### src/rtl/conv_encoder.sv
// conv_encoder
// ----------------------------------------------------------------------------
// Serial rate-1/2, constraint-length-7 convolutional encoder. Each accepted
// information bit b is combined with the six previous bits s[5:0] (s[5] is the
// newest) into v = {b, s}, and produces two coded bits c0 = ^(v & G0) followed
// by c1 = ^(v & G1). The coded stream feeds the downstream interleaver one bit
// per valid cycle, so one input bit is accepted at most every second cycle.
//
// Optional feature, selected by the macro CONV_ENC_TAIL_EN:
//   defined   - frames of FRAME_LEN information bits are closed with six zero
//               tail bits (12 coded bits), leaving the encoder state at zero.
//   undefined - continuous encoding, no frame boundaries; FRAME_LEN unused.
//
// Parameters:
//   FRAME_LEN  information bits per frame (>= 1), tail build only
//   G0, G1     generator polynomials for the first / second coded bit
//
// Ports:
//   i_clk    in   clock, rising edge
//   i_rst    in   asynchronous active-high reset
//   i_data   in   information bit, taken when i_dv && o_ready
//   i_dv     in   input valid
//   o_ready  out  encoder accepts a bit this cycle (registered)
//   o_data   out  coded bit (registered, holds when o_dv = 0)
//   o_dv     out  o_data valid (registered)
// ----------------------------------------------------------------------------
module conv_encoder #(
  parameter int unsigned FRAME_LEN = 64,
  parameter logic [6:0]  G0        = 7'o171,
  parameter logic [6:0]  G1        = 7'o133
) (
  input  logic i_clk,
  input  logic i_rst,
  input  logic i_data,
  input  logic i_dv,
  output logic o_ready,
  output logic o_data,
  output logic o_dv
);

  if (FRAME_LEN < 1) begin : g_bad_frame_len
    $error("conv_encoder: FRAME_LEN must be at least 1");
  end

  // Even-parity reduction of a masked encode vector.
  function automatic logic parity7(input logic [6:0] v);
    return ^v;
  endfunction

  // Both coded bits for bit b on state s: [1] = c0 (sent first), [0] = c1.
  function automatic logic [1:0] encode(input logic b, input logic [5:0] s);
    logic [6:0] v;
    v = {b, s};
    return {parity7(v & G0), parity7(v & G1)};
  endfunction

  logic [5:0] sr_r, sr_s;       // encoder shift state, sr_r[5] newest
  logic       pend_r, pend_s;   // c1 waiting for the second output slot
  logic       phase_r, phase_s; // 1: second coded bit is due this edge
  logic       ready_r, ready_s;
  logic       data_r, data_s;
  logic       dv_r, dv_s;
  logic       accept_s;
  logic       in_bit_s;
  logic [1:0] code_s;

`ifdef CONV_ENC_TAIL_EN
  typedef enum logic {
    ST_DATA = 1'b0,
    ST_TAIL = 1'b1
  } state_t;

  localparam int unsigned     CNT_W    = (FRAME_LEN > 1) ? $clog2(FRAME_LEN) : 1;
  localparam logic [CNT_W-1:0] LAST_CNT = CNT_W'(FRAME_LEN - 1);

  state_t           state_r, state_s;
  logic [CNT_W-1:0] cnt_r, cnt_s;     // accepted bits in the current frame
  logic [2:0]       tcnt_r, tcnt_s;   // tail bits already completed
  logic             term_r, term_s;   // last frame bit taken; tail follows its c1
`endif

  // ready_r is only ever high in the first phase of DATA, so this is the accept.
  assign accept_s = i_dv & ready_r;

`ifdef CONV_ENC_TAIL_EN
  // Tail bits are internal zeros; data bits come from the input.
  always_comb begin
    if (state_r == ST_TAIL) begin
      in_bit_s = 1'b0;
    end else begin
      in_bit_s = i_data;
    end
  end
`else
  // Every encoded bit comes from the input.
  always_comb begin
    in_bit_s = i_data;
  end
`endif

  // Coded pair for the bit entering the encoder this cycle.
  always_comb begin
    code_s = encode(in_bit_s, sr_r);
  end

`ifdef CONV_ENC_TAIL_EN
  // Next-state and output logic: frame counting, zero tail, two-phase output.
  always_comb begin
    state_s = state_r;
    sr_s    = sr_r;
    pend_s  = pend_r;
    phase_s = phase_r;
    ready_s = 1'b0;
    data_s  = data_r;
    dv_s    = 1'b0;
    cnt_s   = cnt_r;
    tcnt_s  = tcnt_r;
    term_s  = term_r;
    case (state_r)
      ST_DATA: begin
        if (phase_r) begin
          data_s  = pend_r;
          dv_s    = 1'b1;
          phase_s = 1'b0;
          if (term_r) begin
            // Tail starts straight after this c1, so no input slot opens.
            state_s = ST_TAIL;
            term_s  = 1'b0;
            ready_s = 1'b0;
          end else begin
            ready_s = 1'b1;
          end
        end else if (accept_s) begin
          data_s  = code_s[1];
          pend_s  = code_s[0];
          dv_s    = 1'b1;
          phase_s = 1'b1;
          sr_s    = {in_bit_s, sr_r[5:1]};
          ready_s = 1'b0;
          if (cnt_r == LAST_CNT) begin
            cnt_s  = {CNT_W{1'b0}};
            term_s = 1'b1;
          end else begin
            cnt_s  = cnt_r + CNT_W'(1);
          end
        end else begin
          ready_s = 1'b1;
        end
      end
      ST_TAIL: begin
        if (phase_r) begin
          data_s  = pend_r;
          dv_s    = 1'b1;
          phase_s = 1'b0;
          if (tcnt_r == 3'd5) begin
            // Six zeros have flushed the state; clear it explicitly anyway.
            tcnt_s  = 3'd0;
            state_s = ST_DATA;
            sr_s    = 6'd0;
          end else begin
            tcnt_s  = tcnt_r + 3'd1;
          end
        end else begin
          data_s  = code_s[1];
          pend_s  = code_s[0];
          dv_s    = 1'b1;
          phase_s = 1'b1;
          sr_s    = {in_bit_s, sr_r[5:1]};
        end
      end
      default: begin
        state_s = ST_DATA;
        sr_s    = 6'd0;
        pend_s  = 1'b0;
        phase_s = 1'b0;
        cnt_s   = {CNT_W{1'b0}};
        tcnt_s  = 3'd0;
        term_s  = 1'b0;
      end
    endcase
  end

  // Frame/tail state registers.
  always_ff @(posedge i_clk or posedge i_rst) begin
    if (i_rst) begin
      state_r <= ST_DATA;
      cnt_r   <= {CNT_W{1'b0}};
      tcnt_r  <= 3'd0;
      term_r  <= 1'b0;
    end else begin
      state_r <= state_s;
      cnt_r   <= cnt_s;
      tcnt_r  <= tcnt_s;
      term_r  <= term_s;
    end
  end
`else
  // Next-state and output logic: continuous two-phase encoding.
  always_comb begin
    sr_s    = sr_r;
    pend_s  = pend_r;
    phase_s = phase_r;
    ready_s = 1'b0;
    data_s  = data_r;
    dv_s    = 1'b0;
    if (phase_r) begin
      data_s  = pend_r;
      dv_s    = 1'b1;
      phase_s = 1'b0;
      ready_s = 1'b1;
    end else if (accept_s) begin
      data_s  = code_s[1];
      pend_s  = code_s[0];
      dv_s    = 1'b1;
      phase_s = 1'b1;
      sr_s    = {in_bit_s, sr_r[5:1]};
      ready_s = 1'b0;
    end else begin
      ready_s = 1'b1;
    end
  end
`endif

  // Encoder state and registered outputs.
  always_ff @(posedge i_clk or posedge i_rst) begin
    if (i_rst) begin
      sr_r    <= 6'd0;
      pend_r  <= 1'b0;
      phase_r <= 1'b0;
      ready_r <= 1'b0;
      data_r  <= 1'b0;
      dv_r    <= 1'b0;
    end else begin
      sr_r    <= sr_s;
      pend_r  <= pend_s;
      phase_r <= phase_s;
      ready_r <= ready_s;
      data_r  <= data_s;
      dv_r    <= dv_s;
    end
  end

  assign o_ready = ready_r;
  assign o_data  = data_r;
  assign o_dv    = dv_r;

endmodule

### config.mk
export PLATFORM = sky130hd
export DESIGN_NAME = conv_encoder
export DESIGN_NICKNAME = d
export VERILOG_FILES = /design/src/rtl/conv_encoder.sv
export SDC_FILE = /design/constraint.sdc
export NUM_CORES = 1
export LEC_CHECK = 0
export CAP_MARGIN = 0
export CORE_AREA = 2 2 39 41
export CTS_CLUSTER_DIAMETER = 40
export DETAILED_ROUTE_END_ITERATION = 16
export DIE_AREA = 0 0 41 43
export PLACE_DENSITY = 0.6
export SLEW_MARGIN = 20
export SYNTH_ARGS = -nofsm -noshare
export SYNTH_HDL_FRONTEND = slang
export SYNTH_SLANG_ARGS = --single-unit
### constraint.sdc
create_clock -name i_clk -period 1.4 [get_ports i_clk]
set_input_delay 0.42 -clock i_clk [delete_from_list [all_inputs] [get_ports i_clk]]
set_output_delay 0.42 -clock i_clk [all_outputs]
set_load 0.01 [all_outputs]
==> impl_results.md <==
- End of the worst register-to-register path: o_data
- DIE HEIGHT: approximately 43 um
- Layout Nets: 64
- P per Cell Area: 1723 mW/mm^2
- FF+latch count, synth: 11
- CP max FO: 2
- Slew Limit Fails: 0
- Fin crit share: 96.96%
- RSZ-0062 raised after global routing: false
- Post-Synth Adder-Cell Area: 0%
- Slew @ Worst Pin: 0.4170 ns
- Share of cells above drive strength 1: a little under a fifth
- CP Capture Point: o_data
- Mapped Area: 449.2 um^2
- Vias/cell: 4.333
- Largest net degree at the start of global routing: 12
- Port-buffer cells: 6
- Setup CP Type: in -> reg
- Total power: 1009 uW
- Crit-path max cell delay: 0.46 ns
- First-pass GRT wire length: 1221 um
- Total grt overflow: 0
- DR vias: 325
- CP startpoint kind: input pin
- WL per Instance: ~9.3 um
- XOR/XNOR Fraction of Synth Area: 7.799%
- Simple-gate portion of the synthesized area: 23.40%
- Htree depth: 1
- CTS Buf Count: 3
- Synth unique cells: 14
- Synthesized instance count: 46
- Finished Cell Area: between 500 and 600 um^2
- Setup crit start: i_data
- CTS tree: yes
- Min Tclk post-route: 1.357 ns
- Dpl hpwl: 538.7 um
- Core box area: 0.001384 mm^2
- FF-to-FF path depth: 5
- Crit path DAT: 1.54 ns
- Clock Sinks: 11
- Initial Util: 32.46%
- CTS Buffer Depth: 2
- Maximum VDD drop: around 0.00097 V
- Chip width: just over 40 um
- Post-synthesis mux area share: 0%
- Vias in the first global route: 287
- R2r startpoint: sr_r[3]
- Crit-path cells: clkdlybuf4s50_1 > xor2_2 > xnor2_1 > buf_4 > nand2_1 > o211ai_1
- Compound-Gate Fraction of Synth Area: about 3.9%
- DIE AREA: between 0.0015 and 0.002 mm^2
- DR pass1 iterations: 3
- Syn Area/Cell: 9.765 um^2
- Reg-to-reg slack, setup: between 0.2 and 0.25 ns
- Number of DRC markers in iteration 0: 2
- Rows: 14
- Num ports: 7
- GPL Wtd Cong: 0.7047
- Path category of the worst min-delay check: in -> async
- DR DRC count: 0
- Overall Global Routing Usage: 11.05%
- Root Driver: clkbuf_4
- Max-Cap Viols: 0
- Final Hold Viols: 0
- F_max: ~740 MHz
- Largest family of logic cells by synthesized area: simple AND/OR/NAND/NOR gates
- Synth-to-layout area growth: 30.36%
- Critical path endpoint category: flop
- Aggregate routed wire length: about 700 um
- Clock skew: 0.004910 ns
- Critical path required time: 1.58 ns
- Initial antenna violation count: 0
- Ys Warns: 0
- Syn nets: 50
- LEAKAGE: roughly 0.00030 uW
- Area post-placement: 551.8 um^2
- Skew-Pair Late Insertion Delay: 0.27 ns
- N_diodes: 0
- Clock transition at path regs: 0.07 ns
- Setup violations, final: 0
- Outcome: finished, final reports clean
- Register area share after synthesis: 61.28%
- Relative slew slack: 72.17%
- Slowest CP cell: clkdlybuf4s50_1
- Antenna Nets Post-Route: 0
[worst min-delay path by stage]
| stage | slack, ns | end |
|---|---|---|
| after detailed placement | 0.46 | sr_r[1] |
| after floorplan | 0.27 | o_data |
| after global placement | 0.46 | sr_r[1] |
| after CTS | 0.45 | o_ready |
| after global routing | 0.48 | phase_r |
| final | 0.43 | o_ready |
[cell usage after synthesis, drive strengths merged]
library cell,count,area share (%)
nand2,21,18
dfrtp,11,61
xnor2,3,5.9
a21oi,1,1.1
and3b,1,2.0
buf,1,1.7
clkinv,1,1.1
inv,1,0.83
nand2b,1,1.4
nor3,1,1.1
o211ai,1,1.7
o21ai,1,1.1
or2,1,1.4
xor2,1,2.0
[cells by family after synthesis]
logic type                count (synthesis)
AOI/OAI and AO/OA                         3
DFF                                      11
xor gates and xnor gates                  4
buffers and inverters                     3
and+or+nand+nor                          25
[through the flow]
step | hold slack (ns) | TNS (ns) | utilization [%] | setup slack [ns] | std cells
CTS | 0.4471 | 0 | 41.59 | 0.03275 | 75
global placement | 0.4605 | -1.988 | 39.87 | -0.2377 | 71
finish | 0.4334 | 0 | 42.31 | 0.04251 | 75
floorplan | 0.2724 | 0 | - | 0.1790 | 46
global route | 0.4754 | 0 | 42.31 | 0.001576 | 75
detailed placement | 0.4647 | -1.925 | 39.87 | -0.2500 | 71
[cells in the final DEF, fill, tap and decap left out, types with 2 or more instances in the layout]
master,n
nand2_1,21
clkdlybuf4s50_1,3
xnor2_1,3
clkbuf_4,3
dlygate4sd2_1,3
dfrtp_1,11
buf_4,4
clkinv_2,2
[sequential cells by signal (all words and copies together) (netlist names)]
signal and flops:
sr_r 6, o_data 1, o_dv 1, o_ready 1, pend_r 1, phase_r 1
[report_power, final]
part	switching [uW]	internal [uW]
clock	108	106
sequential	63.6	409
combinational	139	183
total	310	698
[layer usage]
layer / track usage, % / vias to the layer above / wire length [um]
met1: 13.95 / 146 / 337
met2: 13.44 / 9 / 298
li1: - / 168 / -
met3: 7.853 / 2 / 43
met5: 0 / - / 0
met4: 6.000 / 0 / 17
[critical path, delay by kind of cell]
kind	cells	cell delay [ns]
AOI/OAI and AO/OA	1	0.08
and+or+nand+nor	1	0.04
xor gates and xnor gates	2	0.40
buffers and inverters	2	0.61
[area by class of cell]
cell class	instances	area [um^2]
multi-input cells	32	167.7
repair buffers	10	86.33
clock inverters	1	5.005
well taps	16	20.02
fillers	140	798.3
clock buffers	3	22.52
inverters	2	8.758
flip-flops and latches	11	275.3
[what timing repair did]
item,4_1_cts,5_1_grt
hold buffers,0,0
setup endpoints to repair,3,2
buffers inserted,0,0
resized for setup,3,2
Power figures use the tool's default switching activity.
